File: config.mk
export PLATFORM = sky130hd
export DESIGN_NAME = cpu_run_ctrl
export DESIGN_NICKNAME = d
export VERILOG_FILES = /design/src/rtl/cpu_dbg_pkg.sv /design/src/rtl/cpu_bp_match.sv /design/src/rtl/cpu_run_ctrl.sv
export SDC_FILE = /design/constraint.sdc
export NUM_CORES = 1
export LEC_CHECK = 0
export CAP_MARGIN = 15
export CELL_PAD_IN_SITES_DETAIL_PLACEMENT = 0
export CELL_PAD_IN_SITES_GLOBAL_PLACEMENT = 1
export CORE_ASPECT_RATIO = 2
export CORE_MARGIN = 5
export CORE_UTILIZATION = 32
export DETAILED_ROUTE_END_ITERATION = 6
export PLACE_DENSITY = 0.81
export SLEW_MARGIN = 20
export SYNTH_ARGS = -nofsm -noshare
export SYNTH_HDL_FRONTEND = slang
export SYNTH_SLANG_ARGS = --single-unit
File: constraint.sdc
create_clock -name CLK -period 3.5 [get_ports CLK]
set_input_delay 1.05 -clock CLK [delete_from_list [all_inputs] [get_ports CLK]]
set_output_delay 1.05 -clock CLK [all_outputs]
set_load 0.05 [all_outputs]
File: src/rtl/cpu_dbg_pkg.sv
// Purpose: shared command, FSM-state and halt-cause encodings for the CPU run/step controller.
// Latency: n/a (type and constant definitions only).
// Backpressure: n/a.
package cpu_dbg_pkg;

    // Command opcodes carried on cmd_op.
    typedef enum logic [1:0] {
        OP_HALT = 2'b00,
        OP_RUN  = 2'b01,
        OP_STEP = 2'b10,
        OP_CLR  = 2'b11
    } cmd_op_t;

    // Controller FSM states.
    typedef enum logic [1:0] {
        S_HALT = 2'b00,
        S_RUN  = 2'b01,
        S_STEP = 2'b10
    } run_state_t;

    // Reason for the most recent entry into HALT.
    typedef enum logic [1:0] {
        HC_NONE = 2'b00,
        HC_CMD  = 2'b01,
        HC_STEP = 2'b10,
        HC_BP   = 2'b11
    } halt_cause_t;

endpackage

File: src/rtl/cpu_bp_match.sv
// Purpose: NUM_BP-way PC breakpoint comparator; hit when any enabled entry equals pc.
// Latency: purely combinational.
// Backpressure: none.
// Ports: pc (current core PC), bp_addr (entry i at [i*PC_W +: PC_W]), bp_en (per-entry enable), hit.
module cpu_bp_match #(
    parameter int NUM_BP = 2,
    parameter int PC_W   = 32
) (
    input  logic [PC_W-1:0]        pc,
    input  logic [NUM_BP*PC_W-1:0] bp_addr,
    input  logic [NUM_BP-1:0]      bp_en,
    output logic                   hit
);

    always_comb begin
        hit = 1'b0;
        for (int i = 0; i < NUM_BP; i++) begin
            if (bp_en[i] && (pc == bp_addr[i*PC_W +: PC_W])) begin
                hit = 1'b1;
            end
        end
    end

endmodule

File: src/rtl/cpu_run_ctrl.sv
// Purpose: run/step/breakpoint controller gating the multicycle core's clock enable; counts cycles and instructions.
// Latency: cpu_en combinational from cpu_state/cpu_pc/halt_req; FSM, cause and counters update on the next CLK edge.
// Backpressure: cmd_ready is low while a STEP is in progress; commands transfer on cmd_valid && cmd_ready.
// Ports: CLK/RST (async active-low); cmd_valid/cmd_ready/cmd_op/cmd_arg command channel; halt_req (synchronised);
//        cpu_state/cpu_pc core observation; bp_addr/bp_en breakpoints; cpu_en, halted, halt_cause, cycle_cnt, instr_cnt.
// Build option: define CPU_RUN_CTRL_BP_EN to instantiate the breakpoint comparators; otherwise bp_addr/bp_en are ignored.
module cpu_run_ctrl
    import cpu_dbg_pkg::*;
#(
    parameter int                 PC_W        = 32,
    parameter int                 STATE_W     = 3,
    parameter logic [STATE_W-1:0] FETCH_STATE = '0,
    parameter int                 CNT_W       = 32,
    parameter int                 STEP_W      = 16,
    parameter int                 NUM_BP      = 2,
    parameter bit                 RUN_ON_RST  = 1'b1
) (
    input  logic                   CLK,
    input  logic                   RST,
    input  logic                   cmd_valid,
    output logic                   cmd_ready,
    input  logic [1:0]             cmd_op,
    input  logic [STEP_W-1:0]      cmd_arg,
    input  logic                   halt_req,
    input  logic [STATE_W-1:0]     cpu_state,
    input  logic [PC_W-1:0]        cpu_pc,
    input  logic [NUM_BP*PC_W-1:0] bp_addr,
    input  logic [NUM_BP-1:0]      bp_en,
    output logic                   cpu_en,
    output logic                   halted,
    output logic [1:0]             halt_cause,
    output logic [CNT_W-1:0]       cycle_cnt,
    output logic [CNT_W-1:0]       instr_cnt
);

    localparam run_state_t RST_STATE = RUN_ON_RST ? S_RUN : S_HALT;

    run_state_t        state, state_nxt;
    logic [STEP_W-1:0] step_rem;
    logic              skip;
    logic              halt_pend;
    logic              bp_hit;

    logic boundary, active;
    logic cmd_acc, run_acc, step_any_acc, step_acc, step0_acc, clr_acc, halt_acc;
    logic stop_hreq, stop_step, stop_bp, stop;

`ifdef CPU_RUN_CTRL_BP_EN
    cpu_bp_match #(
        .NUM_BP (NUM_BP),
        .PC_W   (PC_W)
    ) u_bp_match (
        .pc      (cpu_pc),
        .bp_addr (bp_addr),
        .bp_en   (bp_en),
        .hit     (bp_hit)
    );
`else
    logic unused_bp;
    assign unused_bp = ^{cpu_pc, bp_addr, bp_en};
    assign bp_hit    = 1'b0;
`endif

    assign boundary     = (cpu_state == FETCH_STATE);
    assign active       = (state != S_HALT);

    assign cmd_acc      = cmd_valid && cmd_ready;
    assign run_acc      = cmd_acc && (cmd_op == OP_RUN);
    assign step_any_acc = cmd_acc && (cmd_op == OP_STEP);
    assign step_acc     = step_any_acc && (cmd_arg != '0);
    assign step0_acc    = step_any_acc && (cmd_arg == '0);
    assign clr_acc      = cmd_acc && (cmd_op == OP_CLR);
    // A HALT command only means something while free-running; it is folded into the halt_req path
    // so the core still stops cleanly at the next fetch.
    assign halt_acc     = cmd_acc && (cmd_op == OP_HALT) && (state == S_RUN);

    // Stops are only taken at a fetch boundary so the core is always parked in fetch.
    assign stop_hreq = active && boundary && (halt_req || halt_pend);
    assign stop_step = active && boundary && (state == S_STEP) && (step_rem == '0);
    assign stop_bp   = active && boundary && bp_hit && !skip;
    assign stop      = stop_hreq || stop_step || stop_bp;

    // FSM state register
    always_ff @(posedge CLK or negedge RST) begin
        if (!RST) begin
            state <= RST_STATE;
        end else begin
            state <= state_nxt;
        end
    end

    // FSM next state: an accepted RUN/STEP overrides a stop taken in the same cycle.
    always_comb begin
        state_nxt = state;
        if (stop) begin
            state_nxt = S_HALT;
        end
        if (run_acc) begin
            state_nxt = S_RUN;
        end else if (step_acc) begin
            state_nxt = S_STEP;
        end
    end

    // FSM outputs
    always_comb begin
        cpu_en    = active && !stop;
        halted    = (state == S_HALT);
        cmd_ready = (state != S_STEP);
    end

    // Datapath: cause, pending halt, skip flag, step budget, counters.
    always_ff @(posedge CLK or negedge RST) begin
        if (!RST) begin
            halt_cause <= HC_NONE;
            halt_pend  <= 1'b0;
            skip       <= 1'b1;
            step_rem   <= '0;
            cycle_cnt  <= '0;
            instr_cnt  <= '0;
        end else begin
            if (stop_hreq) begin
                halt_cause <= HC_CMD;
            end else if (stop_step) begin
                halt_cause <= HC_STEP;
            end else if (stop_bp) begin
                halt_cause <= HC_BP;
            end else if (step0_acc) begin
                halt_cause <= HC_STEP;
            end

            // Any HALT entry drops a pending request; a request seen in HALT is only kept when a
            // RUN/STEP is accepted alongside it, so the resumed core stops at its first fetch.
            if (stop) begin
                halt_pend <= 1'b0;
            end else if (halt_acc || (halt_req && (active || run_acc || step_acc))) begin
                halt_pend <= 1'b1;
            end

            // Skip lets a resume from a breakpoint execute the instruction it stopped on.
            if (run_acc || step_any_acc) begin
                skip <= 1'b1;
            end else if (boundary && cpu_en) begin
                skip <= 1'b0;
            end

            if (step_acc) begin
                step_rem <= cmd_arg;
            end else if ((state == S_STEP) && boundary && cpu_en) begin
                step_rem <= step_rem - STEP_W'(1);
            end

            if (clr_acc) begin
                cycle_cnt <= '0;
                instr_cnt <= '0;
            end else begin
                if (cpu_en) begin
                    cycle_cnt <= cycle_cnt + CNT_W'(1);
                end
                if (cpu_en && boundary) begin
                    instr_cnt <= instr_cnt + CNT_W'(1);
                end
            end
        end
    end

endmodule

Word-level counts from Yosys, hierarchy flattened
Cells that the tools add are included.
{ "totals": {"register_bits": 85, "input_bits": 123, "out_inout_bits": 69, "elab_cells": 65} }
{ "op_classes": {"addsub": 3, "n_eq_ne": 6, "mux": 14, "n_reduce_logical": 36} }
{ "ops": {"columns": ["op", "count"], "rows": [
  ["2-to-1 mux 32 bit", 4],
  ["adder 32 x 1 -> 32 bit, second input constant", 2],
  ["zero test 16 bit", 2],
  ["2-to-1 mux 16 bit", 2],
  ["logical AND 1 bit", 17],
  ["nonzero test 16 bit", 1],
  ["subtractor 16 x 1 -> 16 bit, second input constant", 1],
  ["2-to-1 mux 2 bit", 6],
  ["nonzero test 2 bit", 5],
  ["== test 2 bit, second input constant", 3],
  ["nonzero test 3 bit", 2],
  ["logical OR 1 bit", 5],
  ["== test 2 x 1 -> 1 bit, second input constant", 2],
  ["zero test 2 bit", 2],
  ["zero test 3 bit", 1],
  ["2-to-1 mux 1 bit", 2],
  ["!= test 2 bit, second input constant", 1],
  ["zero test 1 bit", 1]
]} }

Depth between registers and ports, before layout
Gate-level depths: netlist (run 1).
{ "depth": {"depth_word": 10, "ltp_mapped": 9, "depth_no_buf": 7} }

Least setup slack after synthesis (run 1)
OpenSTA, ideal clock, no wires.
{ "synth_path": {"path_kind": "input port to output port", "start": "input port cpu_state[1]", "end": "output port cpu_en", "arrival_ps": 2330, "required_time_ps": 2450, "setup_slack_ps": 120, "path_stages": 6, "n_path_buf": 2, "path_cell_list": "nor3_4 > nand2b_1 > o31ai_1 > buf_2 > buf_2 > inv_1"} }
{ "synth_between": {"elab_chain_len": 7, "word_cells_on_any_way": 8, "classes_between": "reduce/logical (8)"} }
{ "synth_lines": {"columns": ["item", "line_no", "rtl"], "rows": [
  ["from (decl)", "cpu_run_ctrl.sv:25", "input logic [STATE_W-1:0] cpu_state,"],
  ["zero test 3 bit *", "cpu_run_ctrl.sv:64", "assign boundary = (cpu_state == FETCH_STATE);"],
  ["logical AND 1 bit *", null, null],
  ["logical AND 1 bit (2 in series)", "cpu_run_ctrl.sv:79", "assign stop_step = active && boundary && (state == S_STEP) && (step_rem == '0);"],
  ["logical OR 1 bit *", "cpu_run_ctrl.sv:81", "assign stop = stop_hreq || stop_step || stop_bp;"],
  ["zero test 1 bit *", "cpu_run_ctrl.sv:107", "cpu_en = active && !stop;"],
  ["logical AND 1 bit *", "cpu_run_ctrl.sv:107", null],
  ["to (decl)", "cpu_run_ctrl.sv:29", "output logic cpu_en,"]
]} }
Every way passes the cells marked *; elsewhere a longest branch is shown, timed or not.

Worst setup path in the final report (run 1)
Same ends and word-level chain as after synthesis.

==> results of run 1 <==
==> layout by cell type, fill, tap and decap left out, types with 4 or more instances in the layout <==
cell,synthesis,final
sky130_fd_sc_hd__dfrtp_1,84,84
sky130_fd_sc_hd__buf_4,0,28
sky130_fd_sc_hd__and3_1,5,5
sky130_fd_sc_hd__nor4_1,12,12
sky130_fd_sc_hd__xnor2_1,7,7
sky130_fd_sc_hd__inv_1,18,18
sky130_fd_sc_hd__nor2_1,26,25
sky130_fd_sc_hd__a31oi_1,4,4
sky130_fd_sc_hd__nand3_1,27,27
sky130_fd_sc_hd__mux2i_1,8,8
sky130_fd_sc_hd__or4_1,38,38
sky130_fd_sc_hd__o21a_1,4,4
sky130_fd_sc_hd__nand4b_1,4,4
sky130_fd_sc_hd__buf_12,0,5
sky130_fd_sc_hd__nor3_1,14,14
sky130_fd_sc_hd__nand2b_1,9,9
sky130_fd_sc_hd__nand2_1,46,46
sky130_fd_sc_hd__clkbuf_16,0,9
sky130_fd_sc_hd__o21ai_0,17,17
sky130_fd_sc_hd__or3_1,21,21
sky130_fd_sc_hd__nand4_1,18,18
sky130_fd_sc_hd__o41ai_1,8,8
sky130_fd_sc_hd__o31ai_1,37,35
sky130_fd_sc_hd__and4_1,9,9
sky130_fd_sc_hd__clkdlybuf4s50_1,0,91
sky130_fd_sc_hd__a21oi_1,61,60
sky130_fd_sc_hd__and2_1,5,5
==> worst min path at each step <==
stage / end / slack, ns / cells past startpoint / from
2_1_floorplan: step_rem[13] / 0.50 / 1 / step_rem[13]
3_3_place_gp: halt_cause[0] / 0.47 / 1 / halt_cause[0]
3_5_place_dp: halt_cause[0] / 0.48 / 1 / halt_cause[0]
4_1_cts: halt_cause[0] / 0.50 / 1 / halt_cause[0]
5_1_grt: halt_cause[0] / 0.53 / 1 / halt_cause[0]
6_report: halt_cause[0] / 0.50 / 1 / halt_cause[0]
==> area by class of cell <==
type	instances	area [um2]
fillers	1576	8922
multi-input cells	425	2713
flip-flops and latches	85	2128
repair buffers	124	1221
well taps	201	251.5
clock buffers	9	225.2
clock inverters	7	82.58
inverters	19	71.32
==> Yosys cell counts (all sizes together), types with 3 or more instances <==
cell type   n
and2        5
a31oi       4
nor4       14
ha          3
nand4b      4
nand2      47
nor2       26
o31ai      37
o41ai       8
o21a        4
dfrtp      84
o22ai       3
nand2b      9
mux2i       8
nor3       16
nand4      18
and4        9
nand3      28
buf        12
inv        19
or4b        4
or3        21
a31o        3
xnor2       7
a211oi      3
a21oi      62
or4        38
o21ai      17
clkbuf     23
and3        5
==> sequential cells by signal (all words and copies together), names as in the netlist <==
name        cells
step_rem       16
halt_cause      2
state           2
instr_cnt      32
halt_pend       1
cycle_cnt      32
==> routing by layer <==
layer,GRT usage (%),vias up,share of wire (%)
met5,0,-,0
met2,24.13,155,47
li1,-,2375,-
met4,3.998,0,1.0
met3,3.359,12,5.5
met1,21.37,2401,46
==> cells by family after synthesis <==
kind of cell | count (synthesis)
AOI/OAI and AO/OA | 153
DFF | 85
buffers and inverters | 54
and+or+nand+nor | 251
xor gates and xnor gates | 8
muxes | 10
adders and majority gates | 3
==> metrics by stage <==
step | hold slack (ns) | power [mW] | setup WS, ns | area (um2)
CTS | 0.5023 | 3.364 | 0.04257 | 6675
finish | 0.4964 | 3.340 | 0.08399 | 6693
global route | 0.5311 | 3.524 | 0.004540 | 6693
floorplan | 0.4954 | 1.963 | 0.1204 | 5027
detailed placement | 0.4817 | 2.346 | 0.02340 | 6367
global placement | 0.4699 | 2.327 | 0.03439 | 6367
==> critical path: stages <==
cell and delay, ns:
sky130_fd_sc_hd__clkdlybuf4s50_1 0.46, sky130_fd_sc_hd__nor3_4 0.23, sky130_fd_sc_hd__nand2b_1 0.14, sky130_fd_sc_hd__o31ai_4 0.23, sky130_fd_sc_hd__inv_1 0.07, sky130_fd_sc_hd__buf_4 0.19
==> power breakdown <==
part           switching, mW  internal (mW)
sequential             0.184           1.14
clock                  0.436          0.566
combinational          0.634          0.379
==> flow_metrics.py, run 1 <==
metrics = {
    "floorplan": {
        "die_width_um": 98.63,
        "die_area_um2": 18470,
        "die_outline_height_um": 187.3,
        "pin_count": 192,
        "num_rows": 65,
        "standard_cell_core_area_um2": 15620,
        "initial_core_util_pct": 32.20,
    },
    "cts": {
        "cts_inserted_buffers": 9,
        "clock_tree.buffer_depth": 2,
        "post_cts_resize_count": 0,
        "cts.root.buffer_cell": "sky130_fd_sc_hd__clkbuf_16",
        "clock_sinks": 85,
        "cts_tree": "done",
        "cts_post_setup_buffers_inserted": 0,
        "clkSlewWorstSetupHoldPaths_ns": 0.07,
        "cts-hold-fix-buffers": 0,
        "clk_latency_ns": 0.34,
        "cts.htree.levels": 3,
    },
    "timing": {
        "timing_hold_violations_final": 0,
        "finalCriticalPeriod_ns": 3.416,
        "worstMarginPinSlew_ns": 0.7510,
        "rsz0062_at_grt": "false",
        "setup_total_negative_slack_ns": 0,
        "fin_skew_ns": 0.01003,
        "max_freq_ghz": 0.2927,
        "endpoints_failing_setup": 0,
        "timing.max_slew.rel_slack_pct": 49.47,
        "timing.final.crit_share_pct": 97.60,
        "slew_viol_final": 0,
    },
    "yosys": {
        "syn-num-nets": 690,
        "ranking_of_synthesized_cells_by_area": "sky130_fd_sc_hd__dfrtp_1 (42%), sky130_fd_sc_hd__a21oi_1 (6.1%), sky130_fd_sc_hd__or4_1 (5.7%)",
        "synth.yosys.warnings": 0,
        "synth_compound_area_share_pct": 19.61,
        "netlist.area_leader.share_pct": 41.81,
        "synth.distinct_cells": 58,
        "synth.ff_latch_count": 85,
        "muxShareOfSynthArea_pct": 2.041,
        "ys_async_sr_fraction_pct": 100.0,
        "synth_simple_gate_area_share_pct": 29.44,
        "synth_top_family_by_area": "simple AND/OR/NAND/NOR gates",
        "synthXorXnorAreaFrac_pct": 1.394,
        "synth_edf_count": 0,
        "ys.flop_type": "sky130_fd_sc_hd__dfrtp_1",
        "mappedNetlistArea_um2": 5027,
        "biggest_area_consumer_among_synthesized_cells": "sky130_fd_sc_hd__dfrtp_1",
        "seq_area_frac_synth_pct": 42.33,
        "synthesis.instances": 564,
        "adder_and_majority_gate_portion_of_the_synthesized_area_pct": 0.7466,
        "syn-mean-instance-area_um2": 8.914,
    },
    "route": {
        "drt_pass1_iterations": 5,
        "average_via_count_per_standard_cell": 5.682,
        "drt_drc_violations_left": 0,
        "finalWirelength_um": 14270,
        "post_drt_wl_per_cell_um": 16.40,
        "antenna_left": 0,
        "drt_iter0_markers": 272,
        "num_vias": 4943,
    },
    "setup_path": {
        "crit-reg2reg-capture": "instr_cnt[1]",
        "crit_start": "cpu_state[1]",
        "critical_path_arrival_ns": 2.37,
        "r2r_setup_slack_ns": 0.65,
        "timing.critical_path.required_ns": 2.45,
        "worstReg2RegStart": "step_rem[0]",
        "max_fanout_on_critical_path": 2,
        "path_class": "primary input to primary output",
        "ff2ff_path_depth": 9,
        "start_kind": "primary input",
        "cp-endpoint": "cpu_en",
        "critPathCaptureType": "primary output",
    },
    "global_routing": {
        "grt-ovfl-total": 0,
        "grt_util_all_layers_pct": 15.35,
        "antenna_found_initial": 0,
        "grt_max_degree": 86,
        "grt_pass1_wl_um": 23740,
        "grt_pass1_vias": 4722,
    },
    "job": {
        "number_of_maximum_capacitance_violations": 0,
    },
    "power_and_ir_drop": {
        "leakagePower_nw": 2.436,
        "pwr_density_cell_nw_per_um2": 499.1,
        "vdd_drop_max_v": 0.0002749,
    },
    "layout": {
        "final_net_count": 790,
        "finalCoreUtilization_pct": 42.86,
        "antenna_cell_count": 0,
        "layout-drive-gt1-share_pct": 10.91,
        "area_growth_syn_to_layout_pct": 33.13,
        "final-instance-count-excl-fill": 870,
    },
    "min_path": {
        "hold_class": "flop to flop",
    },
    "placed_design": {
        "placement.io_buffers": 93,
        "place_inst": 854,
        "global_placement_routability_congestion": 0.8339,
        "dp.final_hpwl_um": 10100,
    },
    "outcome": {
        "outcome": "finished, final reports clean",
    },
}
Note: power is estimated with default switching activity, not from simulation.
==> run 2: changes to the inputs <==
--- a/config.mk
+++ b/config.mk
@@ -13,6 +13,7 @@
 export CORE_UTILIZATION = 32
 export DETAILED_ROUTE_END_ITERATION = 6
 export PLACE_DENSITY = 0.81
+export RECOVER_POWER = 25
 export SLEW_MARGIN = 20
 export SYNTH_ARGS = -nofsm -noshare
 export SYNTH_HDL_FRONTEND = slang
==> run 2 against run 1 <==
  * The flow now finishes with violations (capacitance limit, slew limit)
  * Clock skew shrank 0.0012 ns
  * First-iteration DRC count down 11%
  * Clock power hardly changed
  * Sequential power about the same
  * Register-to-register slack is essentially flat
  * Cell area down 0.22%
  * Sequential cell count stayed put
==> flow_metrics.py, run 2 (synthesis results as in run 1) <==
metrics = {
    "timing": {
        "fin_skew_ns": 0.008831,
        "max_freq_ghz": 0.2928,
        "setup_ws_ns": 0.08466,
        "hold_ws_ns": 0.4964,
        "finalCriticalPeriod_ns": 3.415,
        "timing.final.crit_share_pct": 97.58,
        "worstMarginPinSlew_ns": 2.236,
        "endpoints_failing_setup": 0,
        "slew_viol_final": 86,
        "rsz0062_at_grt": "false",
        "timing_hold_violations_final": 0,
        "setup_total_negative_slack_ns": 0,
        "timing.max_slew.rel_slack_pct": -49.04,
    },
    "route": {
        "num_vias": 4931,
        "finalWirelength_um": 14310,
        "drt_pass1_iterations": 4,
        "antenna_left": 0,
        "drt_iter0_markers": 242,
        "post_drt_wl_per_cell_um": 16.45,
        "average_via_count_per_standard_cell": 5.668,
        "drt_drc_violations_left": 0,
    },
    "power_and_ir_drop": {
        "pwr_density_cell_nw_per_um2": 500.1,
        "power.total_mw": 3.339,
        "vdd_drop_max_v": 0.0002749,
        "leakagePower_nw": 2.430,
    },
    "setup_path": {
        "path_class": "primary input to primary output",
        "critical-path-slowest-cell": "sky130_fd_sc_hd__clkdlybuf4s50_1",
        "critical-path-max-stage-delay_ns": 0.46,
        "crit-reg2reg-capture": "instr_cnt[1]",
        "crit_chain": "clkdlybuf4s50_1 > nor3_4 > nand2b_1 > o31ai_4 > inv_1 > buf_4",
        "critPathCaptureType": "primary output",
        "ff2ff_path_depth": 9,
        "worstReg2RegStart": "step_rem[0]",
        "max_fanout_on_critical_path": 2,
        "timing.critical_path.required_ns": 2.45,
        "critical_path_arrival_ns": 2.37,
        "start_kind": "primary input",
        "r2r_setup_slack_ns": 0.65,
    },
    "global_routing": {
        "grt_use_met3_pct": 3.359,
        "global_route.peak_usage_layer": "met2",
        "grt-ovfl-total": 0,
        "use_met1_pct": 21.37,
        "antenna_found_initial": 0,
        "grt_pass1_vias": 4722,
        "grt_pass1_wl_um": 23740,
        "grt_util_all_layers_pct": 15.35,
        "use_met2_pct": 24.13,
        "grt_max_degree": 86,
    },
    "cts": {
        "clkSlewWorstSetupHoldPaths_ns": 0.07,
        "cts.root.buffer_cell": "sky130_fd_sc_hd__clkbuf_16",
        "cts-hold-fix-buffers": 0,
        "cts_inserted_buffers": 9,
        "clock_tree.buffer_depth": 2,
        "cts_tree": "done",
        "cts_post_setup_buffers_inserted": 0,
        "clock_sinks": 85,
        "cts.htree.levels": 3,
        "clk_latency_ns": 0.34,
    },
    "layout": {
        "commonest_non_fill_non_tap_cell_in_the_layout": "sky130_fd_sc_hd__clkdlybuf4s50_1",
        "antenna_cell_count": 0,
        "top_regs": "cycle_cnt: 32 flops, instr_cnt: 32 flops, step_rem: 16 flops",
        "post-route-cell-area_um2": 6678,
        "final-instance-count-excl-fill": 870,
        "commonest_cells_after_routing_fill_and_taps_aside": "sky130_fd_sc_hd__clkdlybuf4s50_1 (91), sky130_fd_sc_hd__dfrtp_1 (84), sky130_fd_sc_hd__a21oi_1 (60)",
        "finalCoreUtilization_pct": 42.76,
        "layout-drive-gt1-share_pct": 10.91,
        "area_growth_syn_to_layout_pct": 32.83,
        "final_net_count": 790,
    },
    "placed_design": {
        "placement.io_buffers": 93,
        "dp.final_hpwl_um": 10100,
        "place_worst_setup_slack_ns": 0.02340,
        "global_placement_routability_congestion": 0.8339,
        "dpl_cell_area_um2": 6367,
        "place_inst": 854,
    },
    "min_path": {
        "hold_class": "flop to flop",
        "instance_count_along_the_most_critical_hold_path": 1,
        "min_from": "halt_cause[0]",
        "hold_end": "halt_cause[0]",
    },
    "floorplan": {
        "die_width_um": 98.63,
        "initial_core_util_pct": 32.20,
        "standard_cell_core_area_um2": 15620,
        "pin_count": 192,
        "die_outline_height_um": 187.3,
        "num_rows": 65,
        "die_area_um2": 18470,
    },
    "outcome": {
        "outcome": "complete, but fails checks",
        "violations": "capacitance limit, slew limit",
    },
    "job": {
        "number_of_maximum_capacitance_violations": 1,
    },
}
-- run 2: cell types whose count changed in the layout (fill, tap and decap cells not counted) --
cell / change
sky130_fd_sc_hd__buf_12: -1
sky130_fd_sc_hd__clkbuf_2: +1
sky130_fd_sc_hd__buf_4: -1
sky130_fd_sc_hd__clkbuf_4: +1
-- run 2: what timing repair did --
action                                  in CTS  in global routing
endpoints found under the setup margin       0                  1
resized for setup                            0                  2
endpoints found under the hold margin        0                  0
-- run 2: area by class of cell --
class,count,area [um2]
clock buffer,9,225.2
clock inverter,7,82.58
fill,1578,8937
inverter,19,71.32
multi-input combinational,425,2713
sequential,85,2128
tap,201,251.5
timing repair buffer,124,1206
-- run 2: worst max path at each step --
stage | startpoint | end | slack (ns) | cells past startpoint
after floorplan | cpu_state[1] | cpu_en | 0.12 | 6
after global placement | halt_req | cpu_en | 0.03 | 6
after detailed placement | cpu_state[1] | instr_cnt[1] | 0.02 | 8
after CTS | cpu_state[1] | cpu_en | 0.04 | 6
after global routing | step_rem[0] | cpu_en | 0.005 | 7
final | cpu_state[1] | cpu_en | 0.08 | 6
-- run 2: worst max-delay path, delay by kind of cell --
family / cells / cell delay, ns
buf+inv: 3 / 0.72
simple gates: 2 / 0.37
compound gates: 1 / 0.23
-- run 2: report_power, final --
group          switching (mW)  internal (mW)  total [mW]
logic                   0.632          0.376        1.01
clock network           0.438          0.566        1.00
registers               0.185           1.14        1.33
-- run 2: layer usage --
metal	share of wire (%)	wire length [um]
met5	0	0
met4	0.98	140
met3	5.5	790
met2	47	6742
met1	46	6640
